### config.mk
export PLATFORM = sky130hd
export DESIGN_NAME = mem_wb_lsu
export DESIGN_NICKNAME = d
export VERILOG_FILES = /design/src/rtl/mem_wb_lsu.sv
export SDC_FILE = /design/constraint.sdc
export NUM_CORES = 1
export LEC_CHECK = 0
export CAP_MARGIN = 20
export CORE_ASPECT_RATIO = 1.1
export CORE_UTILIZATION = 43
export CTS_CLUSTER_SIZE = 14
export DETAILED_ROUTE_END_ITERATION = 7
export PLACE_DENSITY = 0.89
export RECOVER_POWER = 100
export SYNTH_ARGS = -nofsm -noshare
export SYNTH_HDL_FRONTEND = slang
export SYNTH_SLANG_ARGS = --single-unit
### constraint.sdc
create_clock -name clk -period 1.8 [get_ports clk]
set_input_delay 0.36 -clock clk [delete_from_list [all_inputs] [get_ports clk]]
set_output_delay 0.36 -clock clk [all_outputs]
set_load 0.05 [all_outputs]
### src/rtl/mem_wb_lsu.sv
// MEM-stage load/store unit with MEM/WB pipeline register and bus-timeout handling.
// Optional MISALIGN_TRAP_EN: trap misaligned half/word accesses instead of aligning them down.
module mem_wb_lsu #(
    parameter int unsigned TIMEOUT_CYCLES = 16
) (
    input  logic        clk,
    input  logic        reset,
    input  logic        ex_mem_valid,
    input  logic [31:0] ex_mem_alu_result,
    input  logic [31:0] ex_mem_store_data,
    input  logic        ex_mem_MemRead,
    input  logic        ex_mem_MemWrite,
    input  logic [2:0]  ex_mem_funct3,
    input  logic [4:0]  ex_mem_Rd,
    input  logic        ex_mem_RegWrite,
    output logic        dmem_req,
    output logic        dmem_we,
    output logic [31:0] dmem_addr,
    output logic [31:0] dmem_wdata,
    output logic [3:0]  dmem_be,
    input  logic        dmem_ack,
    input  logic [31:0] dmem_rdata,
    output logic        mem_stall,
    output logic        MEM_WB_valid,
    output logic [31:0] mem_out,
    output logic [31:0] MEM_WB_Rd_data,
    output logic        MEM_WB_RWSet,
    output logic [4:0]  MEM_WB_Rd,
    output logic        MEM_WB_RegWrite,
`ifdef MISALIGN_TRAP_EN
    output logic        misalign_exc,
`endif
    output logic        bus_err
);
    typedef enum logic {S_IDLE, S_REQ} state_t;

    state_t      r_state, w_next;
    logic [31:0] r_cnt;
    logic        r_we, r_load, r_rw, r_bus_err;
    logic [31:0] r_addr, r_wdata;
    logic [3:0]  r_be;
    logic [2:0]  r_f3;
    logic [1:0]  r_lo;
    logic [4:0]  r_rd;
    logic        r_wb_valid, r_wb_rwset, r_wb_rw;
    logic [31:0] r_mem_out, r_wb_data;
    logic [4:0]  r_wb_rd;

    logic        w_load, w_memop, w_accept, w_timeout;
    logic [1:0]  w_size, w_lo;
    logic [31:0] w_wdata, w_fmt;
    logic [3:0]  w_be;
    logic [7:0]  w_byte;
    logic [15:0] w_half;

    assign w_load  = ex_mem_MemRead;
    assign w_memop = ex_mem_valid & (ex_mem_MemRead | ex_mem_MemWrite);

    // Size code: 0 byte, 1 half, 2 word. Loads and stores decode funct3 differently.
    always_comb begin
        w_size = 2'd2;
        if (w_load) begin
            case (ex_mem_funct3)
                3'b000, 3'b100: w_size = 2'd0;
                3'b001, 3'b101: w_size = 2'd1;
                default:        w_size = 2'd2;
            endcase
        end else begin
            case (ex_mem_funct3)
                3'b000:  w_size = 2'd0;
                3'b001:  w_size = 2'd1;
                default: w_size = 2'd2;
            endcase
        end
    end

    always_comb begin
        w_lo    = ex_mem_alu_result[1:0];
        w_wdata = ex_mem_store_data;
        w_be    = 4'b1111;
        case (w_size)
            2'd0: begin
                w_wdata = {4{ex_mem_store_data[7:0]}};
                w_be    = 4'b0001 << ex_mem_alu_result[1:0];
            end
            2'd1: begin
                w_lo    = {ex_mem_alu_result[1], 1'b0};
                w_wdata = {2{ex_mem_store_data[15:0]}};
                w_be    = 4'b0011 << {ex_mem_alu_result[1], 1'b0};
            end
            default: w_lo = 2'b00;
        endcase
    end

`ifdef MISALIGN_TRAP_EN
    logic w_misal, r_misal;
    assign w_misal  = ((w_size == 2'd1) & ex_mem_alu_result[0]) |
                      ((w_size == 2'd2) & (ex_mem_alu_result[1:0] != 2'b00));
    assign w_accept = w_memop & ~w_misal;
    assign misalign_exc = r_misal;
`else
    assign w_accept = w_memop;
`endif

    // Ack in the timeout cycle takes priority, so timeout requires no ack.
    assign w_timeout = (TIMEOUT_CYCLES != 0) && (r_state == S_REQ) && !dmem_ack &&
                       (r_cnt == TIMEOUT_CYCLES - 1);

    always_comb begin
        w_next    = r_state;
        mem_stall = 1'b0;
        case (r_state)
            S_IDLE: begin
                if (w_accept) begin
                    w_next    = S_REQ;
                    mem_stall = 1'b1;
                end
            end
            S_REQ: begin
                mem_stall = ~dmem_ack & ~w_timeout;
                if (dmem_ack | w_timeout) w_next = S_IDLE;
            end
            default: w_next = S_IDLE;
        endcase
    end

    always_comb begin
        case (r_lo)
            2'd0:    w_byte = dmem_rdata[7:0];
            2'd1:    w_byte = dmem_rdata[15:8];
            2'd2:    w_byte = dmem_rdata[23:16];
            default: w_byte = dmem_rdata[31:24];
        endcase
        w_half = r_lo[1] ? dmem_rdata[31:16] : dmem_rdata[15:0];
        case (r_f3)
            3'b000:  w_fmt = {{24{w_byte[7]}}, w_byte};
            3'b001:  w_fmt = {{16{w_half[15]}}, w_half};
            3'b100:  w_fmt = {24'd0, w_byte};
            3'b101:  w_fmt = {16'd0, w_half};
            default: w_fmt = dmem_rdata;
        endcase
    end

    always_ff @(posedge clk) begin
        if (reset) begin
            r_state    <= S_IDLE;
            r_cnt      <= '0;
            r_we       <= 1'b0;
            r_load     <= 1'b0;
            r_rw       <= 1'b0;
            r_bus_err  <= 1'b0;
            r_addr     <= '0;
            r_wdata    <= '0;
            r_be       <= '0;
            r_f3       <= '0;
            r_lo       <= '0;
            r_rd       <= '0;
            r_wb_valid <= 1'b0;
            r_wb_rwset <= 1'b0;
            r_wb_rw    <= 1'b0;
            r_mem_out  <= '0;
            r_wb_data  <= '0;
            r_wb_rd    <= '0;
`ifdef MISALIGN_TRAP_EN
            r_misal    <= 1'b0;
`endif
        end else begin
            r_state    <= w_next;
            r_bus_err  <= w_timeout;
            r_wb_valid <= 1'b0;
            r_wb_rw    <= 1'b0;
`ifdef MISALIGN_TRAP_EN
            r_misal    <= (r_state == S_IDLE) & w_memop & w_misal;
`endif
            if (r_state == S_IDLE) begin
                if (w_accept) begin
                    r_we    <= ~ex_mem_MemRead & ex_mem_MemWrite;
                    r_load  <= w_load;
                    r_addr  <= {ex_mem_alu_result[31:2], 2'b00};
                    r_wdata <= w_wdata;
                    r_be    <= w_be;
                    r_f3    <= ex_mem_funct3;
                    r_lo    <= w_lo;
                    r_rd    <= ex_mem_Rd;
                    r_rw    <= ex_mem_RegWrite;
                    r_cnt   <= '0;
                end else if (ex_mem_valid & ~w_memop) begin
                    r_wb_valid <= 1'b1;
                    r_wb_data  <= ex_mem_alu_result;
                    r_wb_rwset <= 1'b1;
                    r_wb_rd    <= ex_mem_Rd;
                    r_wb_rw    <= ex_mem_RegWrite;
                end
            end else if (dmem_ack) begin
                r_wb_valid <= 1'b1;
                r_wb_rw    <= r_rw & r_load;
                r_wb_rwset <= ~r_load;
                r_wb_data  <= {r_addr[31:2], r_lo};
                r_wb_rd    <= r_rd;
                if (r_load) r_mem_out <= w_fmt;
            end else begin
                r_cnt <= r_cnt + 32'd1;
            end
        end
    end

    assign dmem_req        = (r_state == S_REQ);
    assign dmem_we         = r_we;
    assign dmem_addr       = r_addr;
    assign dmem_wdata      = r_wdata;
    assign dmem_be         = r_be;
    assign bus_err         = r_bus_err;
    assign MEM_WB_valid    = r_wb_valid;
    assign mem_out         = r_mem_out;
    assign MEM_WB_Rd_data  = r_wb_data;
    assign MEM_WB_RWSet    = r_wb_rwset;
    assign MEM_WB_Rd       = r_wb_rd;
    assign MEM_WB_RegWrite = r_wb_rw;
endmodule
# Word-level counts from Yosys, hierarchy flattened

Index checks and enable logic that the tools add are counted.
W data, S select, Z words.

Eq/ne operators: 13
Magnitude comparators: 0
Div/mod/pow operators: 0
Mux-type cells: 36
$mul: 0
Add/subtract/negate cells: 1
Bitwise operators: 13
Reductions and logical operators: 15
Shifts and indexed selects: 2

Operators with widths:

| cell                    | count |
|---|---|
| $mux W32                | 7 |
| $pmux W32 S4            | 1 |
| $pmux W32 S2            | 1 |
| $add A32 B1 Y32 const B | 1 |
| $eq A32 B4 Y1 const B   | 1 |
| $pmux W8 S3             | 1 |
| $mux W5                 | 4 |
| $mux W16                | 1 |
| $mux W1                 | 14 |
| $eq A3 B3 Y1 const B    | 4 |
| $pmux W2 S2             | 3 |
| $pmux W4 S2             | 1 |
| $eq A3 B1 Y1 const B    | 2 |
| $logic_not A3 Y1        | 2 |
| $ne A2 B2 Y1 const B    | 3 |
| $not A1 Y1              | 6 |
| $reduce_and A3 Y1       | 2 |
| $and A1 B1 Y1           | 5 |
| $eq A2 B1 Y1 const B    | 2 |
| $logic_not A2 Y1        | 2 |
| $pmux W1 S2             | 2 |
| $reduce_and A2 Y1       | 2 |
| $reduce_bool A2 Y1      | 2 |
| $reduce_or A2 Y1        | 2 |
| other kinds (7)         | 9 |

RAM bits: 0
Flip-flop bits (word level): 185
Memory bits (read-only): 0
Latch bits: 0
Output and inout bits: 144
Logic and storage cells: 98
Bits of input ports: 111
Memories kept: 0

# Depth between registers and ports, before layout

Gate-level depths: netlist of run 1.

Depth in word-level cells: 7
Gate-level depth with buffers: 8
Gate-level depth less buffers: 5

# Worst setup path before layout of run 1

OpenSTA, ideal clock, no wires.

Kind: register to output
From: register r_state, in the netlist dmem_req
To: output port mem_stall
Required time: 1.440 ns
Setup slack: -0.472 ns
Stages on the path, launching flop included: 7
Buffers on the path: 3
Arrival time: 1.912 ns
Path through: dfxtp_1 > buf_2 > nor2b_1 > clkbuf_1 > o21ai_1 > clkbuf_1 > nand2_1

Cells in the longest elaborated chain, start to end: 5
Elaborated cells on any way between the ends: 6
Classes of those cells: 1 x mux; 3 x bitwise; 2 x reduce/logical

RTL lines:

| element                           | line | source |
|---|---|---|
| start, declared                   | 37   | `state_t r_state, w_next;` |
| start signal, assigned            | 168  | `r_state <= w_next;` |
| $logic_and A1 B1 Y1 (2 in series) | 106  | `assign w_timeout = (TIMEOUT_CYCLES != 0) && (r_state == S_REQ) && !dmem_ack &&` |
| $not A1 Y1                        | 120  | `mem_stall = ~dmem_ack & ~w_timeout;` |
| $and A1 B1 Y1                     | 120  |  |
| $pmux W1 S2 *                     | 112  | `case (r_state)` |
| end, declared                     | 23   | `output logic mem_stall,` |

Mark *: on every way between the ends. The rest lies on a longest branch, timed or not.

# Worst setup path after layout of run 1

From: register r_cnt[1]
To: output port mem_stall

Cells in the longest elaborated chain, start to end: 5

RTL lines:

| element                | line | source |
|---|---|---|
| start, declared        | 38   | `logic [31:0] r_cnt;` |
| start signal, assigned | 202  | `r_cnt <= r_cnt + 32'd1;` |
| $eq A32 B4 Y1          | 107  | `(r_cnt == TIMEOUT_CYCLES - 1);` |
| $logic_and A1 B1 Y1    | 106  |  |
| $not A1 Y1             | 120  |  |
| $and A1 B1 Y1          | 120  |  |
| $pmux W1 S2            | 112  |  |

No other way between the ends.

==> flow_metrics.env, run 1 <==
export IMPL_grt_pass1_vias=8379
export IMPL_fillers=1578
export IMPL_relSlewSlack_pct=54.54
export IMPL_yosys_area_share_simple_pct=19.49
export IMPL_worst_pin_slew_ns=0.6819
export IMPL_yosysMostFrequentCell="dfxtp_1"
export IMPL_cts_tree="done"
export IMPL_final_antenna_net_count=0
export IMPL_die_area_um2=19740
export IMPL_synth_compound_area_share_pct=20.34
export IMPL_dpl_hpwl_um=18440
export IMPL_num_rows=52
export IMPL_ctsHoldBuffers=0
export IMPL_vias=8582
export IMPL_clock_path_buffers=2
export IMPL_clk_latency_ns=0.43
export IMPL_fmax_mhz=421.1
export IMPL_timing_rr_end="r_cnt[17]$_SDFFE_PP0P_"
export IMPL_hp_class="in2reg"
export IMPL_core_area_um2=18610
export IMPL_drt_vias_per_instance=5.646
export IMPL_finalSetupViolCount=99
export IMPL_final_hold_viol_count=0
export IMPL_crit_type="reg2out"
export IMPL_antenna_found_initial=0
export IMPL_ff2ff_setup_slack_ns=-0.33
export IMPL_wl_per_cell_um=17.39
export IMPL_final_util_pct=63.13
export IMPL_synthFlopType="dfxtp_1"
export IMPL_area_growth_pct=42.41
export IMPL_outcome="complete, but fails checks"
export IMPL_synth_fa_ha_area_share_pct=0.1517
export IMPL_synth_edff_count=0
export IMPL_yosysWarnings=0
export IMPL_leakage_nw=4.435
export IMPL_synth_mux_area_share_pct=10.27
export IMPL_first_pass_iters=5
export IMPL_ctsRootBufferMaster="clkbuf_16"
export IMPL_setup_tns_final_ns=-8.655
export IMPL_arrival_ns=2.01
export IMPL_period_minus_slack_ns=2.375
export IMPL_ys_seq_area_share_pct=44.90
export IMPL_start_util_pct=44.33
export IMPL_drc=0
export IMPL_endpoint_kind="output port"
export IMPL_ys_seq_elements=185
export IMPL_final_net_count=1376
export IMPL_wl_um=26430
export IMPL_slew_viol_final=0
export IMPL_rsz0062_at_grt="true"
export IMPL_io_pins=255
export IMPL_multiInputGateArea_um2=4393
export IMPL_clock_sinks=185
export IMPL_yosysTopAreaCell="dfxtp_1"
export IMPL_cp_cell_sequence="ha_4 -> nand3_2 -> or4_4 -> o41ai_4 -> nand2_4 -> buf_12"
export IMPL_worstHoldEndpoint="r_cnt[0]$_SDFFE_PP0P_"
export IMPL_die_y_um=147.3
export IMPL_die_x_um=134.1
export IMPL_path_clk_slew_ns=0.06
export IMPL_port_buffers=252
export IMPL_cp_max_fo=2
export IMPL_drive_above_1_share_pct=20.83
export IMPL_layout_setup_ws_ns=-0.5746
export IMPL_reg2reg_from="dmem_req$_SDFF_PP0_"
export IMPL_fin_skew_ns=0.008956
export IMPL_place_congestion=0.8572
export IMPL_synthCells=967
export IMPL_dp_cells=1481
export IMPL_worstSetupStartpointType="register"
export IMPL_cts_buffers_inserted=17
export IMPL_overflow=0
export IMPL_synth_cell_types=56
export IMPL_cp_slowest_cell="or4_4"
export IMPL_synth_top_area_share_pct=44.90
export IMPL_drt_initial_drc_count=593
export IMPL_grt_pass1_wl_um=40740
export IMPL_layoutNonFillerInstCount=1520
export IMPL_ir_drop_v=0.0006226
export IMPL_seqCellArea_um2=3724
export IMPL_cap_violations=0
export IMPL_postSynthAreaPerCell_um2=8.531
export IMPL_synthXorXnorAreaFrac_pct=0.1062
export IMPL_r2r_cells=7
export IMPL_violations="negative setup slack"
export IMPL_htree_levels=4
export IMPL_track_usage_pct=25.57
export IMPL_synthTopCellsByArea="dfxtp_1, mux2i_1, a211oi_1"
export IMPL_whs_ns=0.2686
export IMPL_synth_area_um2=8249
export IMPL_synthArstFlopShare_pct=0
export IMPL_grt_max_degree=46
export IMPL_p_per_area_nw_per_um2=885.9
export IMPL_antenna_cells=0
export IMPL_hp_start="reset"
export IMPL_synth_top_family_by_area="compound AO/OA/AOI/OAI gates"
export IMPL_worstHoldPathCells=2
export IMPL_synth_common_cells="dfxtp_1, nand2_1, a21oi_1, nor2_1, a211oi_1"
export IMPL_required_ns=1.44
export IMPL_min_period_over_period_pct=131.9
export IMPL_slowest_delay_ns=0.46
export IMPL_place_ws_ns=-0.4878
logic make-up after synthesis:
logic type	count (synthesis)
AND/OR/NAND/NOR	351
AO/OA/AOI/OAI	253
flip-flops	185
buffers and inverters	92
multiplexers	83
adder cells (fa/ha/maj)	1
other	1
XOR/XNOR	1
worst max-delay path by stage:
stage	startpoint	endpoint	slack, ns	cells after the start
after detailed placement	dmem_ack	r_cnt[27]$_SDFFE_PP0P_	-0.49	5
after CTS	r_cnt[11]$_SDFFE_PP0P_	mem_stall	-0.61	5
after global placement	dmem_ack	r_cnt[27]$_SDFFE_PP0P_	-0.44	5
after global routing	r_cnt[12]$_SDFFE_PP0P_	mem_stall	-0.64	5
final	r_cnt[1]$_SDFFE_PP0P_	mem_stall	-0.57	6
after floorplan	dmem_req$_SDFF_PP0_	r_cnt[27]$_SDFFE_PP0P_	-0.07	6
cells in the final DEF, fill, tap and decap left out, types with 4 or more instances in the layout:
| master | instances |
|---|---|
| dfxtp_2 | 13 |
| buf_6 | 6 |
| a211oi_1 | 78 |
| o21ai_0 | 11 |
| nand2b_1 | 5 |
| nor3b_1 | 7 |
| nor2b_1 | 4 |
| mux2_2 | 13 |
| nand3_1 | 24 |
| a311oi_1 | 7 |
| buf_4 | 85 |
| buf_12 | 13 |
| clkdlybuf4s50_1 | 109 |
| clkbuf_2 | 58 |
| nor3_1 | 10 |
| inv_1 | 9 |
| a2bb2oi_1 | 7 |
| nor4_1 | 5 |
| a221oi_1 | 9 |
| o211ai_1 | 17 |
| clkbuf_1 | 81 |
| mux2i_1 | 70 |
| or3_1 | 7 |
| or4_4 | 8 |
| nor2_1 | 93 |
| nand2_1 | 140 |
| a21oi_1 | 95 |
| and2_1 | 9 |
| nand4_1 | 6 |
| dfxtp_1 | 171 |
| clkbuf_16 | 17 |
| and3_1 | 6 |
| inv_8 | 4 |
cell type report:
class | count | share of cell area [%]
inverter | 9 | 0.2876
clock buffer | 17 | 3.621
clock inverter | 15 | 1.555
multi-input combinational | 693 | 37.39
timing repair buffer | 358 | 22.86
tap | 243 | 2.588
sequential | 185 | 31.70
stage by stage:
step                      total power, mW  area [um2]
after floorplan                     5.870        8342
after global routing                10.78       11750
final                               10.41       11750
after CTS                           10.59       12030
after detailed placement            6.799       11390
after global placement              6.754       11390
critical path, delay by kind of cell, from the launching register on:
kind | cells | cell delay, ns
AOI/OAI and AO/OA | 1 | 0.30
DFF | 1 | 0.35
adders and majority gates | 1 | 0.14
buffers and inverters | 1 | 0.16
and+or+nand+nor | 3 | 0.64
timing repair:
item,4_1_cts,5_1_grt
setup endpoints to repair,38,61
buffers inserted,2,3
gates resized for setup,8,40
cloned,0,2
pin swaps,2,9
sequential cells by signal, summed over array words and instances, names as in the netlist, 2 cells and up:
name / flops
MEM_WB_Rd_data: 32
dmem_wdata: 32
r_f3: 3
MEM_WB_Rd: 5
r_lo: 2
dmem_addr: 30
dmem_be: 4
r_cnt: 32
mem_out: 32
r_rd: 5
power by group:
group	internal, mW	total, mW	switching (mW)
registers	4.29	4.42	0.121
clock network	2.00	3.81	1.82
logic	0.734	2.18	1.44
per-layer routing:
metal  GRT usage (%)  vias up  part of all wire [%]
met5               0        -                     0
met4           12.42        0                   4.0
met3           5.521       77                   7.0
met2           45.39      372                    50
met1           28.83     4040                    39
li1                -     4093                     -
Power figures use the tool's default switching activity.
==> inputs of run 2 (changes only) <==
Settings changed: ABC_CLOCK_PERIOD_IN_PS set to 1800.
==> results of run 2 <==
No change in the layout: final DEF, timing and power equal those of run 1.
